`src/rtl/blit_arbiter.sv`:
```
// Two-requester arbiter in front of a single blitter: latches the winning request's
// parameters, issues one enable pulse and returns a done pulse with the collision result.
// Optional macro BLIT_ARB_RR_EN selects round-robin arbitration (default: fixed priority, r0 wins).
module blit_arbiter #(
    parameter int BUSY_TIMEOUT = 8
) (
    input  logic        clk,
    input  logic        res,
    input  logic        r0_req,
    input  logic        r1_req,
    input  logic [2:0]  r0_op,
    input  logic [2:0]  r1_op,
    input  logic [11:0] r0_src,
    input  logic [11:0] r1_src,
    input  logic [3:0]  r0_height,
    input  logic [3:0]  r1_height,
    input  logic [6:0]  r0_x,
    input  logic [6:0]  r1_x,
    input  logic [5:0]  r0_y,
    input  logic [5:0]  r1_y,
    output logic        r0_done,
    output logic        r1_done,
    output logic        r0_collision,
    output logic        r1_collision,
    output logic [2:0]  blit_op,
    output logic [11:0] blit_src,
    output logic [3:0]  blit_srcHeight,
    output logic [6:0]  blit_destX,
    output logic [5:0]  blit_destY,
    output logic        blit_enable,
    input  logic        blit_ready,
    input  logic        blit_collision,
    output logic        busy,
    output logic        grant
);

    typedef enum logic [2:0] {IDLE, ISSUE, WAIT_BUSY, WAIT_DONE, RESP} state_t;

    localparam logic [4:0] TIMEOUT_CNT = 5'(BUSY_TIMEOUT);

    state_t      r_state;
    logic [3:0]  r_cnt;
    logic        r_grant;
    logic        r_busy;
    logic        r_enable;
    logic        r_done0;
    logic        r_done1;
    logic        r_col0;
    logic        r_col1;
    logic [2:0]  r_op;
    logic [11:0] r_src;
    logic [3:0]  r_height;
    logic [6:0]  r_x;
    logic [5:0]  r_y;

    logic        w_start;
    logic        w_winner;
    logic [4:0]  w_cnt_inc;

    assign w_start   = (r0_req | r1_req) & blit_ready;
    assign w_cnt_inc = {1'b0, r_cnt} + 5'd1;

`ifdef BLIT_ARB_RR_EN
    // r_ptr names the requester favoured on a tie; it flips away from each finished owner.
    logic r_ptr;
    assign w_winner = (r0_req & r1_req) ? r_ptr : r1_req;
`else
    assign w_winner = ~r0_req;
`endif

    always_ff @(posedge clk or negedge res) begin
        if (!res) begin
            r_state  <= IDLE;
            r_cnt    <= 4'd0;
            r_grant  <= 1'b0;
            r_busy   <= 1'b0;
            r_enable <= 1'b0;
            r_done0  <= 1'b0;
            r_done1  <= 1'b0;
            r_col0   <= 1'b0;
            r_col1   <= 1'b0;
            r_op     <= 3'd0;
            r_src    <= 12'd0;
            r_height <= 4'd0;
            r_x      <= 7'd0;
            r_y      <= 6'd0;
`ifdef BLIT_ARB_RR_EN
            r_ptr    <= 1'b0;
`endif
        end else begin
            case (r_state)
                IDLE: begin
                    if (w_start) begin
                        r_op     <= w_winner ? r1_op     : r0_op;
                        r_src    <= w_winner ? r1_src    : r0_src;
                        r_height <= w_winner ? r1_height : r0_height;
                        r_x      <= w_winner ? r1_x      : r0_x;
                        r_y      <= w_winner ? r1_y      : r0_y;
                        r_grant  <= w_winner;
                        if (w_winner) r_col1 <= 1'b0;
                        else          r_col0 <= 1'b0;
                        r_enable <= 1'b1;
                        r_busy   <= 1'b1;
                        r_state  <= ISSUE;
                    end
                end
                ISSUE: begin
                    r_enable <= 1'b0;
                    r_cnt    <= 4'd0;
                    r_state  <= WAIT_BUSY;
                end
                WAIT_BUSY: begin
                    // A blit that never drops ready is treated as already finished.
                    if (!blit_ready || (w_cnt_inc >= TIMEOUT_CNT)) begin
                        r_state <= WAIT_DONE;
                    end else if (!w_cnt_inc[4]) begin
                        r_cnt <= w_cnt_inc[3:0];
                    end
                end
                WAIT_DONE: begin
                    if (blit_ready) begin
                        if (r_grant) begin
                            r_col1  <= blit_collision;
                            r_done1 <= 1'b1;
                        end else begin
                            r_col0  <= blit_collision;
                            r_done0 <= 1'b1;
                        end
                        r_state <= RESP;
                    end
                end
                RESP: begin
                    r_done0 <= 1'b0;
                    r_done1 <= 1'b0;
                    r_busy  <= 1'b0;
`ifdef BLIT_ARB_RR_EN
                    r_ptr   <= ~r_grant;
`endif
                    r_state <= IDLE;
                end
                default: r_state <= IDLE;
            endcase
        end
    end

    assign r0_done        = r_done0;
    assign r1_done        = r_done1;
    assign r0_collision   = r_col0;
    assign r1_collision   = r_col1;
    assign blit_op        = r_op;
    assign blit_src       = r_src;
    assign blit_srcHeight = r_height;
    assign blit_destX     = r_x;
    assign blit_destY     = r_y;
    assign blit_enable    = r_enable;
    assign busy           = r_busy;
    assign grant          = r_grant;

endmodule

```
`config.mk`:
```
export PLATFORM = sky130hd
export DESIGN_NAME = blit_arbiter
export DESIGN_NICKNAME = d
export VERILOG_FILES = /design/src/rtl/blit_arbiter.sv
export SDC_FILE = /design/constraint.sdc
export NUM_CORES = 1
export LEC_CHECK = 0
export BUFFER_PORTS_ARGS = -buffer_cell sky130_fd_sc_hd__buf_2
export CAP_MARGIN = 20
export CELL_PAD_IN_SITES_DETAIL_PLACEMENT = 1
export CELL_PAD_IN_SITES_GLOBAL_PLACEMENT = 2
export CORE_MARGIN = 1
export CORE_UTILIZATION = 26
export DETAILED_ROUTE_END_ITERATION = 8
export GPL_TIMING_DRIVEN = 0
export PLACE_DENSITY = 0.85
export SKIP_CTS_REPAIR_TIMING = 1
export SLEW_MARGIN = 20
export SYNTH_ARGS = -nofsm -noshare
export SYNTH_HDL_FRONTEND = slang
export SYNTH_SLANG_ARGS = --single-unit
```
`constraint.sdc`:
```
create_clock -name clk -period 1.85 [get_ports clk]
set_input_delay 0.2775 -clock clk [delete_from_list [all_inputs] [get_ports clk]]
set_output_delay 0.2775 -clock clk [all_outputs]
set_load 0.03 [all_outputs]
```
==> results of run 1 <==
-- state kept, by name (all words and copies together) (netlist names), 3 cells and up --
register,cells
blit_src,12
blit_destX,7
blit_destY,6
blit_srcHeight,4
r_cnt,4
blit_op,3
r_state,3
-- where the power goes --
group          switching, mW  internal (mW)  total (mW)
Combinational           1.51          0.755        2.27
Sequential             0.285           1.43        1.72
Clock                  0.323          0.261       0.584
Total                   2.12           2.45        4.57
-- worst paths after layout --
check,endpoint,slack [ns],depth (start not counted)
setup / recovery,r_cnt[2],0.32,4
hold / removal,blit_destX[3],-0.005,1
setup reg to reg,r_cnt[2],0.32,4
hold reg to reg,busy,0.47,2
max in group asynchronous,blit_destX[0],1.44,1
min in group clk,blit_destY[3],0.26,3
-- cell families after synthesis --
kind of cell	share of synthesized area, %
AO/OA/AOI/OAI	13.73
XOR/XNOR	0.3892
adder cells (fa/ha/maj)	1.112
buffers and inverters	4.891
flip-flops	51.14
multiplexers	15.56
AND/OR/NAND/NOR	13.17
-- routing by layer --
| metal | vias to the layer above | wire length (um) | GRT usage (%) |
|---|---|---|---|
| met5 | - | 0 | 0 |
| met2 | 61 | 3029 | 25.78 |
| met3 | 5 | 351 | 3.987 |
| li1 | 974 | - | - |
| met4 | 0 | 36 | 2.652 |
| met1 | 967 | 2730 | 18.10 |
-- through the flow --
step,util [%],area [sq um],instances
after global placement,35.16,2918,427
after global routing,36.11,2997,434
after CTS,36.08,2994,434
final,36.11,2997,434
after detailed placement,35.16,2918,427
after floorplan,-,2251,215
-- synth_stat cells --
cell type | count | area [sq um]
sky130_fd_sc_hd__o21ai_0 | 6 | 30.03
sky130_fd_sc_hd__inv_1 | 2 | 7.510
sky130_fd_sc_hd__nand2_1 | 45 | 168.9
sky130_fd_sc_hd__o311a_1 | 1 | 10.01
sky130_fd_sc_hd__clkbuf_1 | 3 | 11.26
sky130_fd_sc_hd__nor2_1 | 5 | 18.77
sky130_fd_sc_hd__dfrtp_1 | 46 | 1151
sky130_fd_sc_hd__nand3b_1 | 2 | 15.01
sky130_fd_sc_hd__a2111oi_0 | 1 | 8.760
sky130_fd_sc_hd__nor2b_1 | 1 | 6.260
sky130_fd_sc_hd__xor2_1 | 1 | 8.760
sky130_fd_sc_hd__buf_6 | 5 | 56.30
sky130_fd_sc_hd__o21bai_1 | 1 | 7.510
sky130_fd_sc_hd__a2bb2oi_1 | 1 | 8.760
sky130_fd_sc_hd__o21ai_1 | 26 | 130.1
sky130_fd_sc_hd__buf_2 | 4 | 20.02
sky130_fd_sc_hd__and3_1 | 1 | 6.260
sky130_fd_sc_hd__nor3_1 | 1 | 5.000
sky130_fd_sc_hd__mux2i_1 | 35 | 350.3
sky130_fd_sc_hd__ha_1 | 2 | 25.02
sky130_fd_sc_hd__nor4b_4 | 1 | 23.77
sky130_fd_sc_hd__or3_1 | 1 | 6.260
sky130_fd_sc_hd__o21ai_2 | 7 | 61.31
sky130_fd_sc_hd__and4b_1 | 1 | 10.01
sky130_fd_sc_hd__or3b_2 | 1 | 8.760
sky130_fd_sc_hd__o2bb2ai_1 | 2 | 17.52
sky130_fd_sc_hd__nand3_1 | 2 | 10.01
sky130_fd_sc_hd__nand4b_1 | 1 | 8.760
sky130_fd_sc_hd__a21oi_1 | 7 | 35.03
sky130_fd_sc_hd__or3b_1 | 1 | 8.760
sky130_fd_sc_hd__buf_4 | 2 | 15.01
-- final cells by class --
type	count	area [sq um]	area share, %
Tap cell	105	131.4	4.384
Timing Repair Buffer	107	538.0	17.95
Inverter	2	7.507	0.2505
Clock buffer	7	76.32	2.547
Buffer	14	102.6	3.424
Multi-Input combinational cell	153	989.7	33.03
Sequential cell	46	1151	38.41
==> tab_implementation.tex, run 1 <==
\begin{tabular}{lr}
\hline
Metric & Value \\
\hline
\multicolumn{2}{l}{\textbf{Min path}} \\
Worst hold path class & input pin to async pin \\
\multicolumn{2}{l}{\textbf{Power and ir drop}} \\
Worst supply voltage drop on vdd & 0.3943 mV \\
Power per unit of standard cell area & 1525 nW/um\^{}2 \\
Total leakage power & 1.595 nW \\
Overall power after layout & 4.570 mW \\
\multicolumn{2}{l}{\textbf{Setup path}} \\
Arrival time worst endpoint & 1.70 ns \\
Crit end category & register \\
Library cell contributing the largest single delay on the critical path & sky130\_fd\_sc\_hd\_\_dfrtp\_1 \\
Cell family contributing the most delay on the critical path & flip-flops \\
Required time at the endpoint of the critical path & 2.03 ns \\
Startpoint-to-endpoint class of the critical path & register to register \\
Highest cell delay on the worst timing path & 0.45 ns \\
CP cell instances & clkbuf\_1 -> nor2\_1 -> nand2\_1 -> o311a\_1 \\
CP Max Fanout & 10 \\
Sort of element at the start of the critical path & register \\
Number of buffers and inverters on the critical path & 1 \\
Reg2reg start & r\_state[2] \\
Launching instance or port of the critical path & r\_state[2] \\
\multicolumn{2}{l}{\textbf{Placement}} \\
Gp weighted congestion & 0.7330 \\
Total of buffers placed on input and output ports & 107 \\
Post-detailed-placement half-perimeter wirelength & 4.658 mm \\
Worst slack, placed & 0.3261 ns \\
\multicolumn{2}{l}{\textbf{Timing}} \\
Fin crit period & 1.527 ns \\
Setup TNS & 0 ns \\
Worst slack on hold paths & -0.005473 ns \\
Final hold violations & 7 \\
Fraction of the cycle the final worst path needs & 82.53\% \\
Final Max Slew Viols & 0 \\
Maximum clock skew at final layout & 0.003615 ns \\
Max transition margin & 59.01\% \\
Transition time at the pin with the least slew margin & 0.6149 ns \\
Setup repair after global routing missed its margin & false \\
Number of setup violations in the final report & 0 \\
Top achievable clock speed & 655.0 MHz \\
Post-layout worst setup margin & 0.3232 ns \\
\multicolumn{2}{l}{\textbf{Global routing}} \\
Pin count of the biggest net entering global routing & 47 \\
Total grt overflow & 0 \\
Overall global routing resource usage & 14.67\% \\
Initial antenna violation count & 0 \\
Number of global-route vias before repair & 2095 \\
Global-route wire length before repair & 10.23 mm \\
\multicolumn{2}{l}{\textbf{Detailed routing}} \\
Initial DRT Pass Iterations & 4 \\
Number of DRC violations after detailed routing & 0 \\
Final routed wire length divided by cell count & 14.17 um \\
Mean number of vias per cell & 4.624 \\
Vias post-DR & 2007 \\
Detail Route Antenna Nets & 0 \\
Number of DRC markers in iteration 0 & 39 \\
Total wire length after detailed routing & 6.148 mm \\
\multicolumn{2}{l}{\textbf{Floorplan}} \\
Top-level I/O count & 109 \\
Floorplan die width & 95.05 um \\
\# rows & 33 \\
Initial core utilization & 27.12\% \\
Core box area & 8299 sq um \\
Vertical die dimension & 95.05 um \\
Total Die Area & 9034 sq um \\
\multicolumn{2}{l}{\textbf{Clocking}} \\
Maximum buffer depth of the clock tree & 2 \\
CTS Sinks & 46 \\
Level count of the clock H-tree & 2 \\
Clock tree from TritonCTS & built \\
Worst skew pair latency & 0.29 ns \\
Buffer cell driving the clock tree root & sky130\_fd\_sc\_hd\_\_clkbuf\_8 \\
Clock-pin slew on the worst setup and hold paths & 0.08 ns \\
Total clock buffers created by CTS & 5 \\
\multicolumn{2}{l}{\textbf{Status}} \\
Outcome & finished, violations left \\
Violations in the final reports & hold timing \\
\multicolumn{2}{l}{\textbf{Finish}} \\
Top library cells by usage in the layout, fill and taps aside & sky130\_fd\_sc\_hd\_\_buf\_2 (110), sky130\_fd\_sc\_hd\_\_dfrtp\_1 (46), sky130\_fd\_sc\_hd\_\_nand2\_1 (45) \\
Most common library cell in the layout ignoring fill and taps & sky130\_fd\_sc\_hd\_\_buf\_2 \\
Syn-to-layout area delta & 33.13\% \\
Number of diodes added for antenna fixing & 0 \\
Fraction of layout cells with a size suffix above 1 & 40.12\% \\
Net count of the finished layout & 401 \\
Fill cell count & 965 \\
\multicolumn{2}{l}{\textbf{Synth}} \\
Number of synthesis warnings & 0 \\
Synthesized Nets & 287 \\
Sequential element share of the synthesized area & 51.14\% \\
Post-Syn Instances & 215 \\
Mapped Area & 2251 sq um \\
Post-synthesis sequential element count & 46 \\
Distinct cell type count after synthesis & 31 \\
Post-Syn Area per Cell & 10.47 sq um \\
\multicolumn{2}{l}{\textbf{Job}} \\
Number of maximum-capacitance violations & 0 \\
\hline
\end{tabular}
No activity file was read; power rests on OpenSTA's default activity.
==> run 2, diff against run 1 <==
--- a/config.mk
+++ b/config.mk
@@ -10,10 +10,10 @@
 export CELL_PAD_IN_SITES_DETAIL_PLACEMENT = 1
 export CELL_PAD_IN_SITES_GLOBAL_PLACEMENT = 2
 export CORE_MARGIN = 1
-export CORE_UTILIZATION = 26
+export CORE_UTILIZATION = 24
 export DETAILED_ROUTE_END_ITERATION = 8
 export GPL_TIMING_DRIVEN = 0
-export PLACE_DENSITY = 0.85
+export PLACE_DENSITY = 0.83
 export SKIP_CTS_REPAIR_TIMING = 1
 export SLEW_MARGIN = 20
 export SYNTH_ARGS = -nofsm -noshare
==> constraint.sdc (replaced) <==
create_clock -name clk -period 1.25 [get_ports clk]
set_input_delay 0.1875 -clock clk [delete_from_list [all_inputs] [get_ports clk]]
set_output_delay 0.1875 -clock clk [all_outputs]
set_load 0.03 [all_outputs]
==> tab_implementation.tex, run 2 (same netlist as run 1, synthesis figures left out) <==
\begin{tabular}{lr}
\hline
Metric & Value \\
\hline
\multicolumn{2}{l}{\textbf{Detailed routing}} \\
Detail Route Antenna Nets & 0 \\
Number of DRC markers in iteration 0 & 28 \\
Initial DRT Pass Iterations & 4 \\
Final routed wire length divided by cell count & 14.01 um \\
Number of DRC violations after detailed routing & 0 \\
Total wire length after detailed routing & 6.305 mm \\
Vias post-DR & 2034 \\
Mean number of vias per cell & 4.520 \\
\multicolumn{2}{l}{\textbf{Setup path}} \\
Arrival time worst endpoint & 1.64 ns \\
Sort of element at the start of the critical path & register \\
Launching instance or port of the critical path & r\_state[2] \\
Required time at the endpoint of the critical path & 1.43 ns \\
Reg2Reg Capture Point & blit\_destX[3] \\
R2R setup slack & -0.21 ns \\
Crit end category & register \\
Reg2reg start & r\_state[2] \\
CP Max Fanout & 10 \\
Startpoint-to-endpoint class of the critical path & register to register \\
Worst R2R Path Depth & 6 \\
\multicolumn{2}{l}{\textbf{Clocking}} \\
Level count of the clock H-tree & 2 \\
Maximum buffer depth of the clock tree & 2 \\
Buffer cell driving the clock tree root & sky130\_fd\_sc\_hd\_\_clkbuf\_8 \\
Clock-pin slew on the worst setup and hold paths & 0.08 ns \\
Clock tree from TritonCTS & built \\
Total clock buffers created by CTS & 5 \\
Worst skew pair latency & 0.29 ns \\
CTS Sinks & 46 \\
\multicolumn{2}{l}{\textbf{Job}} \\
Number of maximum-capacitance violations & 0 \\
\multicolumn{2}{l}{\textbf{Min path}} \\
Worst hold path class & input pin to register \\
Depth of the worst hold-timing path & 3 \\
Hold Crit Start & r1\_src[7] \\
Sink of the worst hold path & blit\_src[7] \\
\multicolumn{2}{l}{\textbf{Finish}} \\
Number of diodes added for antenna fixing & 0 \\
Area of all placed cells without fillers & 3236 sq um \\
Top library cells by usage in the layout, fill and taps aside & sky130\_fd\_sc\_hd\_\_buf\_2 (110), sky130\_fd\_sc\_hd\_\_nand2\_1 (43), sky130\_fd\_sc\_hd\_\_dfrtp\_1 (41) \\
Syn-to-layout area delta & 43.75\% \\
Net count of the finished layout & 414 \\
Fraction of layout cells with a size suffix above 1 & 49.12\% \\
Number of flip-flops in the largest register & 12 \\
Final std cells w/o fill & 450 \\
Most common library cell in the layout ignoring fill and taps & sky130\_fd\_sc\_hd\_\_buf\_2 \\
Fill cell count & 1041 \\
\multicolumn{2}{l}{\textbf{Timing}} \\
Worst slack on hold paths & 0.1668 ns \\
Setup repair after global routing missed its margin & true \\
Number of setup violations in the final report & 41 \\
Transition time at the pin with the least slew margin & 0.5999 ns \\
Post-layout worst setup margin & -0.2115 ns \\
Final hold violations & 0 \\
Top achievable clock speed & 684.2 MHz \\
Fin crit period & 1.461 ns \\
Max transition margin & 60.00\% \\
Setup TNS & -7.304 ns \\
Maximum clock skew at final layout & 0.002606 ns \\
Fraction of the cycle the final worst path needs & 116.9\% \\
Final Max Slew Viols & 0 \\
\multicolumn{2}{l}{\textbf{Global routing}} \\
Global-route wire length before repair & 10.19 mm \\
Overall global routing resource usage & 13.15\% \\
Pin count of the biggest net entering global routing & 47 \\
Total grt overflow & 0 \\
Number of global-route vias before repair & 2120 \\
Initial antenna violation count & 0 \\
\multicolumn{2}{l}{\textbf{Floorplan}} \\
Total Die Area & 9770 sq um \\
Vertical die dimension & 98.85 um \\
Initial core utilization & 25.32\% \\
Top-level I/O count & 109 \\
Floorplan die width & 98.85 um \\
Core box area & 8891 sq um \\
\# rows & 34 \\
\multicolumn{2}{l}{\textbf{Placement}} \\
Total of buffers placed on input and output ports & 107 \\
Count of placed standard cells including taps & 430 \\
Total cell area at the placement stage & 2938 sq um \\
Post-detailed-placement half-perimeter wirelength & 4.689 mm \\
Gp weighted congestion & 0.7258 \\
\multicolumn{2}{l}{\textbf{Power and ir drop}} \\
Overall power after layout & 7.350 mW \\
Total leakage power & 1.670 nW \\
Power per unit of standard cell area & 2272 nW/um\^{}2 \\
Worst supply voltage drop on vdd & 0.7843 mV \\
\multicolumn{2}{l}{\textbf{Status}} \\
Violations in the final reports & setup timing \\
Outcome & finished, violations left \\
\hline
\end{tabular}
## run 2: changes by cell type in the layout (fill, tap and decap cells not counted), moves of 3 or more
| cell | delta |
|---|---|
| sky130_fd_sc_hd__a21oi_1 | -4 |
| sky130_fd_sc_hd__o21ai_1 | +4 |
| sky130_fd_sc_hd__clkbuf_1 | -3 |
| sky130_fd_sc_hd__dfrtp_2 | +5 |
| sky130_fd_sc_hd__dfrtp_1 | -5 |
| sky130_fd_sc_hd__a21oi_2 | +3 |
| sky130_fd_sc_hd__buf_4 | +10 |
| sky130_fd_sc_hd__o21ai_0 | -4 |
## run 2: critical path, cell delays in order, from the launching register on
cell and delay (ns):
sky130_fd_sc_hd__dfrtp_2 0.44, sky130_fd_sc_hd__nor4b_4 0.34, sky130_fd_sc_hd__o21ai_2 0.13, sky130_fd_sc_hd__buf_6 0.16
sky130_fd_sc_hd__buf_6 0.14, sky130_fd_sc_hd__nand2_1 0.09, sky130_fd_sc_hd__o21ai_2 0.05
## run 2: how the worst max path moves through the flow
stage / endpoint / slack [ns] / depth (start not counted)
after floorplan: blit_destX[4] / -0.1 / 6
after global placement: blit_destY[1] / -0.23 / 6
after detailed placement: blit_op[0] / -0.26 / 6
after CTS: blit_destY[2] / -0.27 / 6
after global routing: blit_destX[6] / -0.29 / 6
final: blit_destX[3] / -0.21 / 6
## run 2: through the flow
step / util, % / worst slack [ns]
floorplan: - / -0.09702
global placement: 33.04 / -0.2349
detailed placement: 33.04 / -0.2583
CTS: 33.90 / -0.2692
global route: 36.39 / -0.2878
finish: 36.39 / -0.2115
## run 2: cell type report
cell class | count | area [sq um] | area share (%)
flip-flops and latches | 46 | 1157 | 35.77
well taps | 108 | 135.1 | 4.176
inverters | 2 | 7.507 | 0.2320
repair buffers | 120 | 635.6 | 19.64
multi-input cells | 153 | 1094 | 33.80
plain buffers | 14 | 130.1 | 4.022
clock buffers | 7 | 76.32 | 2.359
## run 2: report_power, final
group / leakage (nW) / switching (mW) / internal, mW
logic: 1.07 / 2.46 / 1.47
registers: 0.566 / 0.434 / 2.13
clock network: 0.0383 / 0.467 / 0.386
## run 2: metal layers
metal	wire length [um]	vias up	GRT usage [%]	part of all wire (%)
li1	-	1001	-	-
met2	3139	55	22.59	50
met5	0	-	0	0
met3	363	2	3.901	5.8
met4	22	0	3.100	0.35
met1	2779	976	16.16	44
==> run 3, diff against run 2 <==
--- a/config.mk
+++ b/config.mk
@@ -11,9 +11,12 @@
 export CELL_PAD_IN_SITES_GLOBAL_PLACEMENT = 2
 export CORE_MARGIN = 1
 export CORE_UTILIZATION = 24
+export CTS_CLUSTER_SIZE = 25
 export DETAILED_ROUTE_END_ITERATION = 8
+export GPL_ROUTABILITY_DRIVEN = 0
 export GPL_TIMING_DRIVEN = 0
 export PLACE_DENSITY = 0.83
+export RECOVER_POWER = 25
 export SKIP_CTS_REPAIR_TIMING = 1
 export SLEW_MARGIN = 20
 export SYNTH_ARGS = -nofsm -noshare
==> tab_implementation.tex, run 3 (same netlist as run 1, synthesis figures left out) <==
\begin{tabular}{lr}
\hline
Metric & Value \\
\hline
\multicolumn{2}{l}{\textbf{Finish}} \\
Number of flip-flops in the largest register & 12 \\
Number of diodes added for antenna fixing & 0 \\
Most common library cell in the layout ignoring fill and taps & sky130\_fd\_sc\_hd\_\_buf\_2 \\
Syn-to-layout area delta & 43.75\% \\
Net count of the finished layout & 414 \\
Area of all placed cells without fillers & 3236 sq um \\
Fraction of layout cells with a size suffix above 1 & 49.12\% \\
Top library cells by usage in the layout, fill and taps aside & sky130\_fd\_sc\_hd\_\_buf\_2 (110), sky130\_fd\_sc\_hd\_\_nand2\_1 (43), sky130\_fd\_sc\_hd\_\_dfrtp\_1 (41) \\
\multicolumn{2}{l}{\textbf{Setup path}} \\
R2R setup slack & -0.21 ns \\
Reg2reg start & r\_state[2] \\
Sort of element at the start of the critical path & register \\
Worst R2R Path Depth & 6 \\
Startpoint-to-endpoint class of the critical path & register to register \\
CP Max Fanout & 10 \\
Arrival time worst endpoint & 1.64 ns \\
Crit end category & register \\
Required time at the endpoint of the critical path & 1.43 ns \\
Reg2Reg Capture Point & blit\_destX[3] \\
\multicolumn{2}{l}{\textbf{Detailed routing}} \\
Number of DRC violations after detailed routing & 0 \\
Number of DRC markers in iteration 0 & 28 \\
Total wire length after detailed routing & 6.305 mm \\
Vias post-DR & 2034 \\
Mean number of vias per cell & 4.520 \\
Final routed wire length divided by cell count & 14.01 um \\
Initial DRT Pass Iterations & 4 \\
Detail Route Antenna Nets & 0 \\
\multicolumn{2}{l}{\textbf{Global routing}} \\
Total grt overflow & 0 \\
Global-route wire length before repair & 10.19 mm \\
Number of global-route vias before repair & 2120 \\
Initial antenna violation count & 0 \\
Overall global routing resource usage & 13.15\% \\
Pin count of the biggest net entering global routing & 47 \\
\multicolumn{2}{l}{\textbf{Timing}} \\
Fin crit period & 1.461 ns \\
Top achievable clock speed & 684.2 MHz \\
Setup repair after global routing missed its margin & true \\
Final Max Slew Viols & 0 \\
Final hold violations & 0 \\
Worst slack on hold paths & 0.1668 ns \\
Number of setup violations in the final report & 41 \\
Post-layout worst setup margin & -0.2115 ns \\
Setup TNS & -7.304 ns \\
Fraction of the cycle the final worst path needs & 116.9\% \\
Maximum clock skew at final layout & 0.002606 ns \\
Transition time at the pin with the least slew margin & 0.6491 ns \\
Max transition margin & 56.73\% \\
\multicolumn{2}{l}{\textbf{Placement}} \\
Post-detailed-placement half-perimeter wirelength & 4.689 mm \\
Total cell area at the placement stage & 2938 sq um \\
Total of buffers placed on input and output ports & 107 \\
Worst slack, placed & -0.2583 ns \\
\multicolumn{2}{l}{\textbf{Clocking}} \\
Total clock buffers created by CTS & 5 \\
Clock-pin slew on the worst setup and hold paths & 0.08 ns \\
Buffer cell driving the clock tree root & sky130\_fd\_sc\_hd\_\_clkbuf\_8 \\
Maximum buffer depth of the clock tree & 2 \\
Worst skew pair latency & 0.29 ns \\
Clock tree from TritonCTS & built \\
CTS Sinks & 46 \\
Level count of the clock H-tree & 2 \\
\multicolumn{2}{l}{\textbf{Floorplan}} \\
\# rows & 34 \\
Floorplan die width & 98.85 um \\
Top-level I/O count & 109 \\
Total Die Area & 9770 sq um \\
Vertical die dimension & 98.85 um \\
Initial core utilization & 25.32\% \\
Core box area & 8891 sq um \\
\multicolumn{2}{l}{\textbf{Min path}} \\
Worst hold path class & input pin to register \\
Sink of the worst hold path & blit\_src[7] \\
Depth of the worst hold-timing path & 3 \\
Hold Crit Start & r1\_src[7] \\
\multicolumn{2}{l}{\textbf{Power and ir drop}} \\
Power per unit of standard cell area & 2271 nW/um\^{}2 \\
Overall power after layout & 7.350 mW \\
Worst supply voltage drop on vdd & 0.7843 mV \\
Total leakage power & 1.670 nW \\
\multicolumn{2}{l}{\textbf{Status}} \\
Violations in the final reports & setup timing \\
Outcome & finished, violations left \\
\multicolumn{2}{l}{\textbf{Job}} \\
Number of maximum-capacitance violations & 0 \\
\hline
\end{tabular}
run 3: area by class of cell:
cell class / instances / area, sq um
Buffer: 14 / 130.1
Clock buffer: 7 / 76.32
Fill cell: 1041 / 5655
Multi-Input combinational cell: 153 / 1094
Tap cell: 108 / 135.1
Inverter: 2 / 7.507
Sequential cell: 46 / 1157
Timing Repair Buffer: 120 / 635.6
run 3: power breakdown:
group,internal [mW],switching (mW),leakage [nW],total [mW]
combinational,1.47,2.46,1.07,3.93
sequential,2.13,0.434,0.566,2.57
clock,0.386,0.467,0.0383,0.853
run 3: worst max-delay path: stages (launching register included):
cell                      delay (ns)
sky130_fd_sc_hd__dfrtp_2        0.44
sky130_fd_sc_hd__nor4b_4        0.34
sky130_fd_sc_hd__o21ai_2        0.13
sky130_fd_sc_hd__buf_6          0.16
sky130_fd_sc_hd__buf_6          0.14
sky130_fd_sc_hd__nand2_1        0.09
sky130_fd_sc_hd__o21ai_2        0.05
run 3: stage by stage:
| step | instances | util, % |
|---|---|---|
| after floorplan | 215 | - |
| after global placement | 430 | 33.04 |
| after detailed placement | 430 | 33.04 |
| after CTS | 437 | 33.90 |
| after global routing | 450 | 36.39 |
| final | 450 | 36.39 |
run 3: how the worst max path moves through the flow:
| stage | start | endpoint | slack [ns] | depth (start not counted) |
|---|---|---|---|---|
| floorplan | r_state[0] | blit_destX[4] | -0.1 | 6 |
| global placement | r_state[0] | blit_destY[1] | -0.23 | 6 |
| detailed placement | r_state[0] | blit_op[0] | -0.26 | 6 |
| CTS | r_state[0] | blit_destY[2] | -0.27 | 6 |
| global route | r_state[2] | blit_destX[6] | -0.29 | 6 |
| finish | r_state[2] | blit_destX[3] | -0.21 | 6 |
run 3: metal layers:
| layer | track usage [%] | vias to the layer above | part of all wire, % |
|---|---|---|---|
| met3 | 3.901 | 2 | 5.8 |
| met5 | 0 | - | 0 |
| met4 | 3.100 | 0 | 0.35 |
| li1 | - | 1001 | - |
| met1 | 16.16 | 976 | 44 |
| met2 | 22.59 | 55 | 50 |
